===== src/rtl/hazard_unit_pkg.sv =====
// Shared types and constants for the decode-stage hazard/forwarding unit.
package hazard_unit_pkg;

    localparam int ADDR_WIDTH = 4;

    // r15 is the PC; it is never tracked in the scoreboard and never forwarded.
    localparam logic [ADDR_WIDTH-1:0] PC_ADDR = 4'd15;

    typedef enum logic [1:0] {
        FWD_NONE = 2'd0,
        FWD_MEM  = 2'd1,
        FWD_WB   = 2'd2
    } fwd_sel_t;

    typedef struct packed {
        logic                  valid;
        logic [ADDR_WIDTH-1:0] dest;
        logic                  is_load;
    } tracker_entry_t;

    // True when a used, non-PC source reads the destination held by a live entry.
    function automatic logic entry_hit(input tracker_entry_t entry,
                                       input logic [ADDR_WIDTH-1:0] src,
                                       input logic use_src);
        return use_src && entry.valid && (entry.dest == src) && (src != PC_ADDR);
    endfunction

endpackage


===== src/rtl/hazard_unit_fwd_match.sv =====
// Per-source comparison of one decode source against the EX and MEM entries.
module fwd_match
    import hazard_unit_pkg::*;
(
    input  logic [ADDR_WIDTH-1:0] src_addr,
    input  logic                  use_src,
    input  tracker_entry_t        ex_entry,
    input  tracker_entry_t        mem_entry,
    output fwd_sel_t              fwd_sel,
    output logic                  ex_load_hit
);

    logic ex_hit;
    logic mem_hit;

    // A load in MEM is already forwardable from WB next cycle, so its load flag
    // plays no part in the match.
    logic mem_is_load_unused;
    assign mem_is_load_unused = mem_entry.is_load;

    // EX entry is the younger producer, so it wins over MEM.
    always_comb begin
        ex_hit      = entry_hit(ex_entry, src_addr, use_src);
        mem_hit     = entry_hit(mem_entry, src_addr, use_src);
        fwd_sel     = FWD_NONE;
        ex_load_hit = ex_hit && ex_entry.is_load;
        if (ex_hit) begin
            fwd_sel = FWD_MEM;
        end else if (mem_hit) begin
            fwd_sel = FWD_WB;
        end
    end

endmodule


===== src/rtl/hazard_unit.sv =====
// Scoreboard hazard unit: load-use stall/bubble and registered EX forwarding selects.
module hazard_unit
    import hazard_unit_pkg::*;
(
    input  logic                  clk_i,
    input  logic                  reset_n_i,
    input  logic                  id_valid_i,
    input  logic [ADDR_WIDTH-1:0] id_reg_addr_1_i,
    input  logic [ADDR_WIDTH-1:0] id_reg_addr_2_i,
    input  logic [ADDR_WIDTH-1:0] id_reg_dest_addr_i,
    input  logic                  id_uses_src1_i,
    input  logic                  id_uses_src2_i,
    input  logic                  id_writes_dest_i,
    input  logic                  id_is_load_i,
    input  logic                  flush_i,
    input  logic                  mem_stall_i,
    output logic                  stall_o,
    output logic                  bubble_o,
    output fwd_sel_t              fwd_sel_1_o,
    output fwd_sel_t              fwd_sel_2_o
);

    tracker_entry_t ex_q;
    tracker_entry_t mem_q;
    tracker_entry_t push;
    fwd_sel_t       sel_1;
    fwd_sel_t       sel_2;
    fwd_sel_t       fwd_sel_1_q;
    fwd_sel_t       fwd_sel_2_q;
    logic           ex_load_hit_1;
    logic           ex_load_hit_2;
    logic           load_use;

    fwd_match u_match_1 (
        .src_addr    (id_reg_addr_1_i),
        .use_src     (id_uses_src1_i),
        .ex_entry    (ex_q),
        .mem_entry   (mem_q),
        .fwd_sel     (sel_1),
        .ex_load_hit (ex_load_hit_1)
    );

    fwd_match u_match_2 (
        .src_addr    (id_reg_addr_2_i),
        .use_src     (id_uses_src2_i),
        .ex_entry    (ex_q),
        .mem_entry   (mem_q),
        .fwd_sel     (sel_2),
        .ex_load_hit (ex_load_hit_2)
    );

    assign load_use = id_valid_i && !flush_i && (ex_load_hit_1 || ex_load_hit_2);
    assign stall_o  = load_use || mem_stall_i;
    assign bubble_o = load_use && !mem_stall_i;

    // Entry entering EX; a stalled or flushed decode instruction leaves a hole.
    always_comb begin
        push.valid   = id_valid_i && id_writes_dest_i && (id_reg_dest_addr_i != PC_ADDR)
                       && !flush_i && !load_use;
        push.dest    = id_reg_dest_addr_i;
        push.is_load = id_is_load_i;
    end

    // Advance the tracker and register the selects unless memory freezes the pipe.
    always_ff @(posedge clk_i) begin
        if (!reset_n_i) begin
            ex_q        <= '0;
            mem_q       <= '0;
            fwd_sel_1_q <= FWD_NONE;
            fwd_sel_2_q <= FWD_NONE;
        end else if (!mem_stall_i) begin
            ex_q  <= push;
            mem_q <= ex_q;
            if (id_valid_i && !flush_i && !load_use) begin
                fwd_sel_1_q <= sel_1;
                fwd_sel_2_q <= sel_2;
            end else begin
                fwd_sel_1_q <= FWD_NONE;
                fwd_sel_2_q <= FWD_NONE;
            end
        end
    end

    assign fwd_sel_1_o = fwd_sel_1_q;
    assign fwd_sel_2_o = fwd_sel_2_q;

endmodule

===== config.mk =====
export PLATFORM = sky130hd
export DESIGN_NAME = hazard_unit
export DESIGN_NICKNAME = d
export VERILOG_FILES = /design/src/rtl/hazard_unit_pkg.sv /design/src/rtl/hazard_unit_fwd_match.sv /design/src/rtl/hazard_unit.sv
export SDC_FILE = /design/constraint.sdc
export NUM_CORES = 1
export LEC_CHECK = 0
export CAP_MARGIN = 20
export CORE_MARGIN = 2
export CORE_UTILIZATION = 45
export DETAILED_ROUTE_END_ITERATION = 16
export PLACE_DENSITY = 0.78
export SLEW_MARGIN = 20
export SYNTH_ARGS = -nofsm -noshare
export SYNTH_HDL_FRONTEND = slang
export SYNTH_SLANG_ARGS = --single-unit
export TNS_END_PERCENT = 100

===== constraint.sdc =====
create_clock -name clk_i -period 3.7 [get_ports clk_i]
set_input_delay 0.925 -clock clk_i [delete_from_list [all_inputs] [get_ports clk_i]]
set_output_delay 0.925 -clock clk_i [all_outputs]
set_load 0.02 [all_outputs]

## Word-level counts from Yosys, hierarchy flattened

Cells that the tools add are included.

| word-level totals | value |
|---|---|
| output and inout port bits | 6 |
| logic and storage cells | 47 |
| input bits | 21 |
| bits in registers | 15 |

| cells by class | value |
|---|---|
| reductions and logical operators | 27 |
| multiplexer cells | 6 |
| equality and inequality tests | 7 |

Operator list:

| cell | number |
|---|---|
| logical AND 1 bit | 22 |
| == test 4 bit | 4 |
| 2-to-1 mux 2 bit | 6 |
| != test 4 bit (second input constant) | 3 |
| logical NOT 1 bit | 3 |
| logical OR 1 bit | 2 |

## Depth between registers and ports, before layout

Gate-level depths: netlist of the first run.

| logic depth | value |
|---|---|
| depth after elaboration | 9 |
| mapped depth | 6 |
| mapped depth without buffers | 5 |

## By module

A second synthesis of the first run with hierarchy kept.

| unflattened totals | value |
|---|---|
| cell total of the unflattened synthesis | 97 |
| area, all modules | 922.1 um2 |

Modules (own cells, without submodules):

| module | instances | area each (um2) | cells an instance | seq. area each (um2) |
|---|---|---|---|---|
| hazard_unit | 1 | 651.9 | 59 | 320.3 |
| fwd_match | 2 | 135.1 | 19 | 0.0 |

## Worst setup path after synthesis of the first run

OpenSTA, ideal clock, no wires.

| timing | value |
|---|---|
| path type | input -> output |
| from | input id_reg_addr_2_i[2] |
| to | output stall_o |
| cell stages on the path | 4 |
| buffers on the path | 0 |
| required time | 2.775 ns |
| path slack | 0.801 ns |
| data arrival time | 1.974 ns |
| path through | xor2_1 or4_4 nand2b_2 a41o_1 |

| on the way | value |
|---|---|
| longest elaborated chain between the ends | 7 |
| elaborated cells on any way between the ends | 8 |
| those cells by class | eq/ne (2); reduce/logical (6) |

Ends and longest elaborated chain:

| what | line | text |
|---|---|---|
| start, declared | hazard_unit.sv:9 | `input logic [ADDR_WIDTH-1:0] id_reg_addr_2_i,` |
| == test 4 bit | hazard_unit_pkg.sv:25 | `return use_src && entry.valid && (entry.dest == src) && (src != PC_ADDR);` |
| logical AND 1 bit | hazard_unit_pkg.sv:25 |  |
| logical AND 1 bit * | hazard_unit_pkg.sv:25 |  |
| logical AND 1 bit * | hazard_unit_fwd_match.sv:26 | `ex_load_hit = ex_hit && ex_entry.is_load;` |
| logical OR 1 bit * | hazard_unit.sv:52 | `assign load_use = id_valid_i && !flush_i && (ex_load_hit_1 \|\| ex_load_hit_2);` |
| logical AND 1 bit * | hazard_unit.sv:52 |  |
| logical OR 1 bit * | hazard_unit.sv:53 | `assign stall_o = load_use \|\| mem_stall_i;` |
| end, declared | hazard_unit.sv:17 | `output logic stall_o,` |

Mark *: on every way between the ends. The rest lies on a longest branch, timed or not.

## Worst setup path after layout of the first run

| timing | value |
|---|---|
| from | input id_reg_addr_2_i[1] |
| to | output stall_o |

The elaborated chain is that of the path after synthesis.

==> results.cfg, run 1 <==
[yosys]
yosysUniqueCellTypes = 26
synth_top_cell_area_share = 0.358
synthSimpleGateAreaFrac = 0.268
muxShareOfSynthArea = 0.119
syn_area_per_cell_um2 = 9.43
synth-xor-area-share = 0.167
synth_adder_area_share = 0
yosysTopAreaCell = dfxtp_1
syn-num-nets = 110
ys_seq_elements = 15
yosysWarnings = 0
synth_area_leaders = dfxtp_1, mux2i_1, xor2_1
synth_cells = 89
seq_area_frac_synth = 0.358
synth_top_family_by_area = simple AND/OR/NAND/NOR gates
synthesis.area_um2 = 840
synth_compound_area_frac = 0.0626

[critical_path]
cp-start-kind = primary input
crit_chain = clkdlybuf4s50_1, xnor2_1, nand4_1, or4_4, nand2b_2, a41o_1, clkdlybuf4s15_1
crit_type = in2out
crit_fanout = 3
cp_top_family = buffers and inverters
cp.buffers_inverters = 2
arrival_ps = 2680
crit_path_end_kind = primary output
critical_path.slowest_cell = clkdlybuf4s50_1
cp.required_ps = 2770
critPathMaxStageDelay_ps = 510

[finish]
layout-drive-gt1-share = 0.155
syn2layout_area_growth_pct = 47.7
mostFrequentLayoutCell = clkdlybuf4s50_1
fin_nets = 151
mostFrequentLayoutCells = clkdlybuf4s50_1, dfxtp_1, buf_4
final_cells = 154
fillers = 157
antenna-diode-count = 0

[timing]
finalHoldViolCount = 0
fmax_mhz = 277
max_slew.worst_pin.slew_ps = 498
max-slew-margin-rel = 0.667
finalWorstSetupSlack_ps = 90.7
maxSlewViolCount = 0
period_minus_slack_ps = 3610
period_share = 0.975
setup_viol = 0
whs_ps = 493
finClkSkew_ps = 7.22
rsz0062_at_grt = no

[placed_design]
dp_slack_ps = -199
place.gp.congestion = 0.819
port_buffers = 26
hpwl_um = 1550
dp.cells = 150

[clock_network]
numCtsBuffers = 3
cts-root-buf = clkbuf_4
htree_levels = 1
tritoncts = done
clk_latency_ps = 290
clkTransAtPathRegs_ps = 90
cts_hold_repair.buffers = 0
clockBufferDepth = 2
clock-sinks = 15
cts_setup_buffers = 0

[power_and_ir_drop]
power.share.clock = 0.281
ir_drop_uv = 175
p_int_w = 0.000253
swShare = 0.259
pwr-share-comb = 0.208
power_switching_w = 0.0000884
power_density_nw_per_um2 = 275
power_leakage_nw = 0.512
seq_power_share = 0.511

[detailed_routing]
dr_total_vias = 775
drt-pass1-iter-count = 5
drt-wirelength-per-cell_um = 12.3
ant_nets = 0
post-route-drc-count = 0
first_iter_violations = 2
viasPerCell = 5.03
wirelength_um = 1900

[floorplanning]
rows = 15
die_area_um2 = 2230
die_w_um = 47.2
die_h_um = 47.2
ios = 27
core_area_um2 = 1750
initial_core_util = 0.481

[global_route]
grt_pass1_wl_um = 3110
track_usage = 0.199
use_met3 = 0.0385
top_usage_layer = met2
grt_pass1_vias = 736
grt-ovfl-total = 0
antenna_found_initial = 0
grt_use_met2 = 0.340
grt_start_max_net_pins = 18
use_met1 = 0.243

[job]
maxCapViolCount = 0

[hold_path]
hold_path_class = reg2reg

[status]
status = complete, no violations
through the flow:
| stage | TNS [ps] | total power [W] | instance area [µm²] | utilization |
|---|---|---|---|---|
| CTS | 0 | 0.000344 | 1240 | 0.710 |
| global route | 0 | 0.000358 | 1240 | 0.710 |
| global placement | -344 | 0.000248 | 1210 | 0.696 |
| floorplan | 0 | 0.000207 | 840 | - |
| detailed placement | -374 | 0.000250 | 1210 | 0.696 |
| finish | 0 | 0.000341 | 1240 | 0.710 |
timing repair:
action | in CTS | in global routing
setup endpoints to repair | 2 | 1
cloned | 0 | 0
gates resized for setup | 2 | 1
state kept, by name, indices dropped and copies added, names as in the netlist:
register and flops:
ex_q 6, mem_q 5, fwd_sel_1_o 2, fwd_sel_2_o 2
worst register-to-register path, stage by stage, from the launching register on:
cell and delay (ps):
dfxtp_1 430, xnor2_1 140, nand4_1 100, or4_4 440, buf_4 160, o21ai_1 110
and2_1 120
logic make-up after synthesis:
group	Yosys count
AO/OA/AOI/OAI	7
AND/OR/NAND/NOR	36
buffers and inverters	5
XOR/XNOR	16
multiplexers	10
flip-flops	15
cell usage after synthesis:
master	number
a31o_1	1
a31oi_1	1
a32oi_1	1
a41o_1	1
and2_1	1
and3_1	2
buf_2	2
clkbuf_1	1
dfxtp_1	15
inv_1	2
mux2i_1	10
nand2_1	4
nand2b_2	1
nand3_1	3
nand4_1	7
nor2_1	2
nor2b_1	11
nor3_1	1
nor3b_2	1
nor4_1	1
nor4_2	1
o21ai_1	2
o41ai_1	1
or4_4	1
xnor2_1	6
xor2_1	10
final timing paths:
path         depth (start not counted)                          end  slack, ps                        start
min                                  2  fwd_sel_1_o[1]$_SDFFE_PN0N_        490  fwd_sel_1_o[1]$_SDFFE_PN0N_
max reg2reg                          6  fwd_sel_2_o[0]$_SDFFE_PN0N_       2160         ex_q[2]$_SDFFE_PN0N_
min reg2reg                          2  fwd_sel_1_o[1]$_SDFFE_PN0N_        490  fwd_sel_1_o[1]$_SDFFE_PN0N_
max                                  7                      stall_o         90           id_reg_addr_2_i[1]
layer usage:
| metal | wire [µm] | part of all wire | vias to the layer above |
|---|---|---|---|
| li1 | - | - | 400 |
| met1 | 850 | 0.45 | 346 |
| met2 | 941 | 0.50 | 24 |
| met3 | 80 | 0.042 | 5 |
| met4 | 25 | 0.013 | 0 |
| met5 | 0 | 0 | - |
layout make-up:
| type | count | area [µm²] | area share |
|---|---|---|---|
| Timing Repair Buffer | 39 | 357 | 0.288 |
| Inverter | 2 | 7.51 | 0.00605 |
| Clock buffer | 4 | 26.3 | 0.0212 |
| Sequential cell | 15 | 300 | 0.242 |
| Multi-Input combinational cell | 69 | 518 | 0.418 |
| Tap cell | 25 | 31.3 | 0.0252 |
power by group through the flow:
stage	logic (W)	registers (W)	clock network, W
4_1_cts	0.0000713	0.000174	0.0000987
5_1_grt	0.0000774	0.000175	0.000105
6_report	0.0000710	0.000174	0.0000957
2_1_floorplan	0.0000317	0.000176	0
3_3_place_gp	0.0000696	0.000178	0
3_5_place_dp	0.0000715	0.000178	0
Power figures use the tool's default switching activity.
==> inputs of run 2 (changes only) <==
--- a/config.mk
+++ b/config.mk
@@ -6,10 +6,12 @@
 export NUM_CORES = 1
 export LEC_CHECK = 0
 export CAP_MARGIN = 20
+export CELL_PAD_IN_SITES_DETAIL_PLACEMENT = 2
+export CELL_PAD_IN_SITES_GLOBAL_PLACEMENT = 2
 export CORE_MARGIN = 2
-export CORE_UTILIZATION = 45
+export CORE_UTILIZATION = 28
 export DETAILED_ROUTE_END_ITERATION = 16
-export PLACE_DENSITY = 0.78
+export PLACE_DENSITY_LB_ADDON = 0.1
 export SLEW_MARGIN = 20
 export SYNTH_ARGS = -nofsm -noshare
 export SYNTH_HDL_FRONTEND = slang
==> run 2 against run 1 <==
  * The flow now finishes with violations (design-rule violations)
  * Via count increased by 3.2%
  * Setup slack better by 77 ps
  * Flip-flop and latch count is the same
  * Clock power increased by 4.4%
  * Clock-buffer cell count stayed put
  * Routed wire length grew 39%
==> results.cfg, run 2 (synthesis gave the netlist of run 1 again) <==
[finish]
mostFrequentLayoutCell = clkdlybuf4s50_1
multi_input_area_um2 = 518
reg_top3 = ex_q: 6 flops, mem_q: 5 flops
fin_nets = 152
mostFrequentLayoutCells = clkdlybuf4s50_1, dfxtp_1, buf_4
layout.area.seq_um2 = 300
syn2layout_area_growth_pct = 48.4
largest_register_ffs = 6
antenna-diode-count = 0
finish.utilization = 0.444
fillers = 316
largest_register = ex_q
layout-drive-gt1-share = 0.177

[detailed_routing]
dr_total_vias = 800
post-route-drc-count = 1
drt-wirelength-per-cell_um = 16.4
first_iter_violations = 24
ant_nets = 0
viasPerCell = 4.97
wirelength_um = 2640
drt-pass1-iter-count = 9

[hold_path]
hp-start = fwd_sel_1_o[1]$_SDFFE_PN0N_
hold_path_class = reg2reg
hold_depth = 2
holdPathEnd = fwd_sel_1_o[1]$_SDFFE_PN0N_

[global_route]
grt_pass1_wl_um = 4600
grt_start_max_net_pins = 18
track_usage = 0.183
grt_use_met2 = 0.295
grt_pass1_vias = 892
grt-ovfl-total = 0
antenna_found_initial = 0
top_usage_layer = met2
use_met3 = 0.0396
use_met1 = 0.239

[floorplanning]
die_w_um = 58.8
core_area_um2 = 2810
rows = 19
initial_core_util = 0.299
ios = 27
die_area_um2 = 3450
die_h_um = 58.8

[timing]
max-slew-margin-rel = 0.647
finalHoldViolCount = 0
finClkSkew_ps = 3.11
rsz0062_at_grt = no
period_minus_slack_ps = 3530
maxSlewViolCount = 0
max_slew.worst_pin.slew_ps = 528
tns_ps = 0
setup_viol = 0
period_share = 0.955
fmax_mhz = 283
whs_ps = 489

[clock_network]
clock-sinks = 15
numCtsBuffers = 3
htree_levels = 1
tritoncts = done
cts-root-buf = clkbuf_4
clk_latency_ps = 290
cts_setup_buffers = 0
clkTransAtPathRegs_ps = 90
clockBufferDepth = 2

[power_and_ir_drop]
ir_drop_uv = 147
finalPower_w = 0.000348
power_density_nw_per_um2 = 280
power_leakage_nw = 0.512

[critical_path]
cp.required_ps = 2770
rr_endpoint = fwd_sel_2_o[0]$_SDFFE_PN0N_
worst-r2r-cell-count = 6
r2r_start = ex_q[2]$_SDFFE_PN0N_
crit_fanout = 3
r2r_slack_ps = 2090
arrival_ps = 2610
crit_path_end_kind = primary output
crit_type = in2out
cp-start-kind = primary input

[placed_design]
port_buffers = 26
place.gp.congestion = 0.752
hpwl_um = 2180

[status]
status = complete, but fails checks
violations = design-rule violations

[job]
maxCapViolCount = 0
-- run 2: critical path, cell delays in order --
cell and delay, ps:
clkdlybuf4s50_1 530, xnor2_1 150, nand4_1 120, or4_4 440, nand2b_2 110, a41o_1 170
clkbuf_2 160
-- run 2: per-layer routing --
| metal | up-vias | part of all wire |
|---|---|---|
| li1 | 404 | - |
| met1 | 379 | 0.46 |
| met2 | 12 | 0.49 |
| met3 | 5 | 0.028 |
| met4 | 0 | 0.017 |
| met5 | - | 0 |
-- run 2: power by group --
part | switching [W] | total, W | internal, W
logic | 0.0000296 | 0.0000735 | 0.0000439
clock network | 0.0000580 | 0.0000999 | 0.0000420
registers | 0.00000820 | 0.000175 | 0.000167
total | 0.0000957 | 0.000348 | 0.000253
-- run 2: how the worst max path moves through the flow --
| stage | startpoint | endpoint | slack, ps | cells past startpoint |
|---|---|---|---|---|
| after floorplan | id_reg_addr_2_i[2] | stall_o | 800 | 4 |
| final | id_reg_addr_2_i[1] | stall_o | 170 | 7 |
| after global placement | id_reg_addr_2_i[1] | stall_o | -200 | 7 |
| after global routing | id_reg_addr_2_i[1] | stall_o | 100 | 7 |
| after CTS | id_reg_addr_2_i[1] | bubble_o | 20 | 7 |
| after detailed placement | id_reg_addr_2_i[1] | stall_o | -290 | 7 |
-- run 2: stage by stage --
stage               setup WS [ps]  instance area [µm²]  cells
floorplan                     801                  840     89
global placement             -201                 1230    157
detailed placement           -286                 1230    157
CTS                          17.3                 1250    161
global route                 95.1                 1250    161
finish                        168                 1250    161
-- run 2: cell type report --
class,instances,area share
multi-input combinational,69,0.416
timing repair buffer,40,0.285
sequential,15,0.241
tap,31,0.0311
clock buffer,4,0.0211
inverter,2,0.00602
-- run 2: timing repair --
item,in CTS,in global routing
endpoints found under the setup margin,2,2
hold endpoints to repair,0,0
resized for setup,3,3
hold buffers,0,0
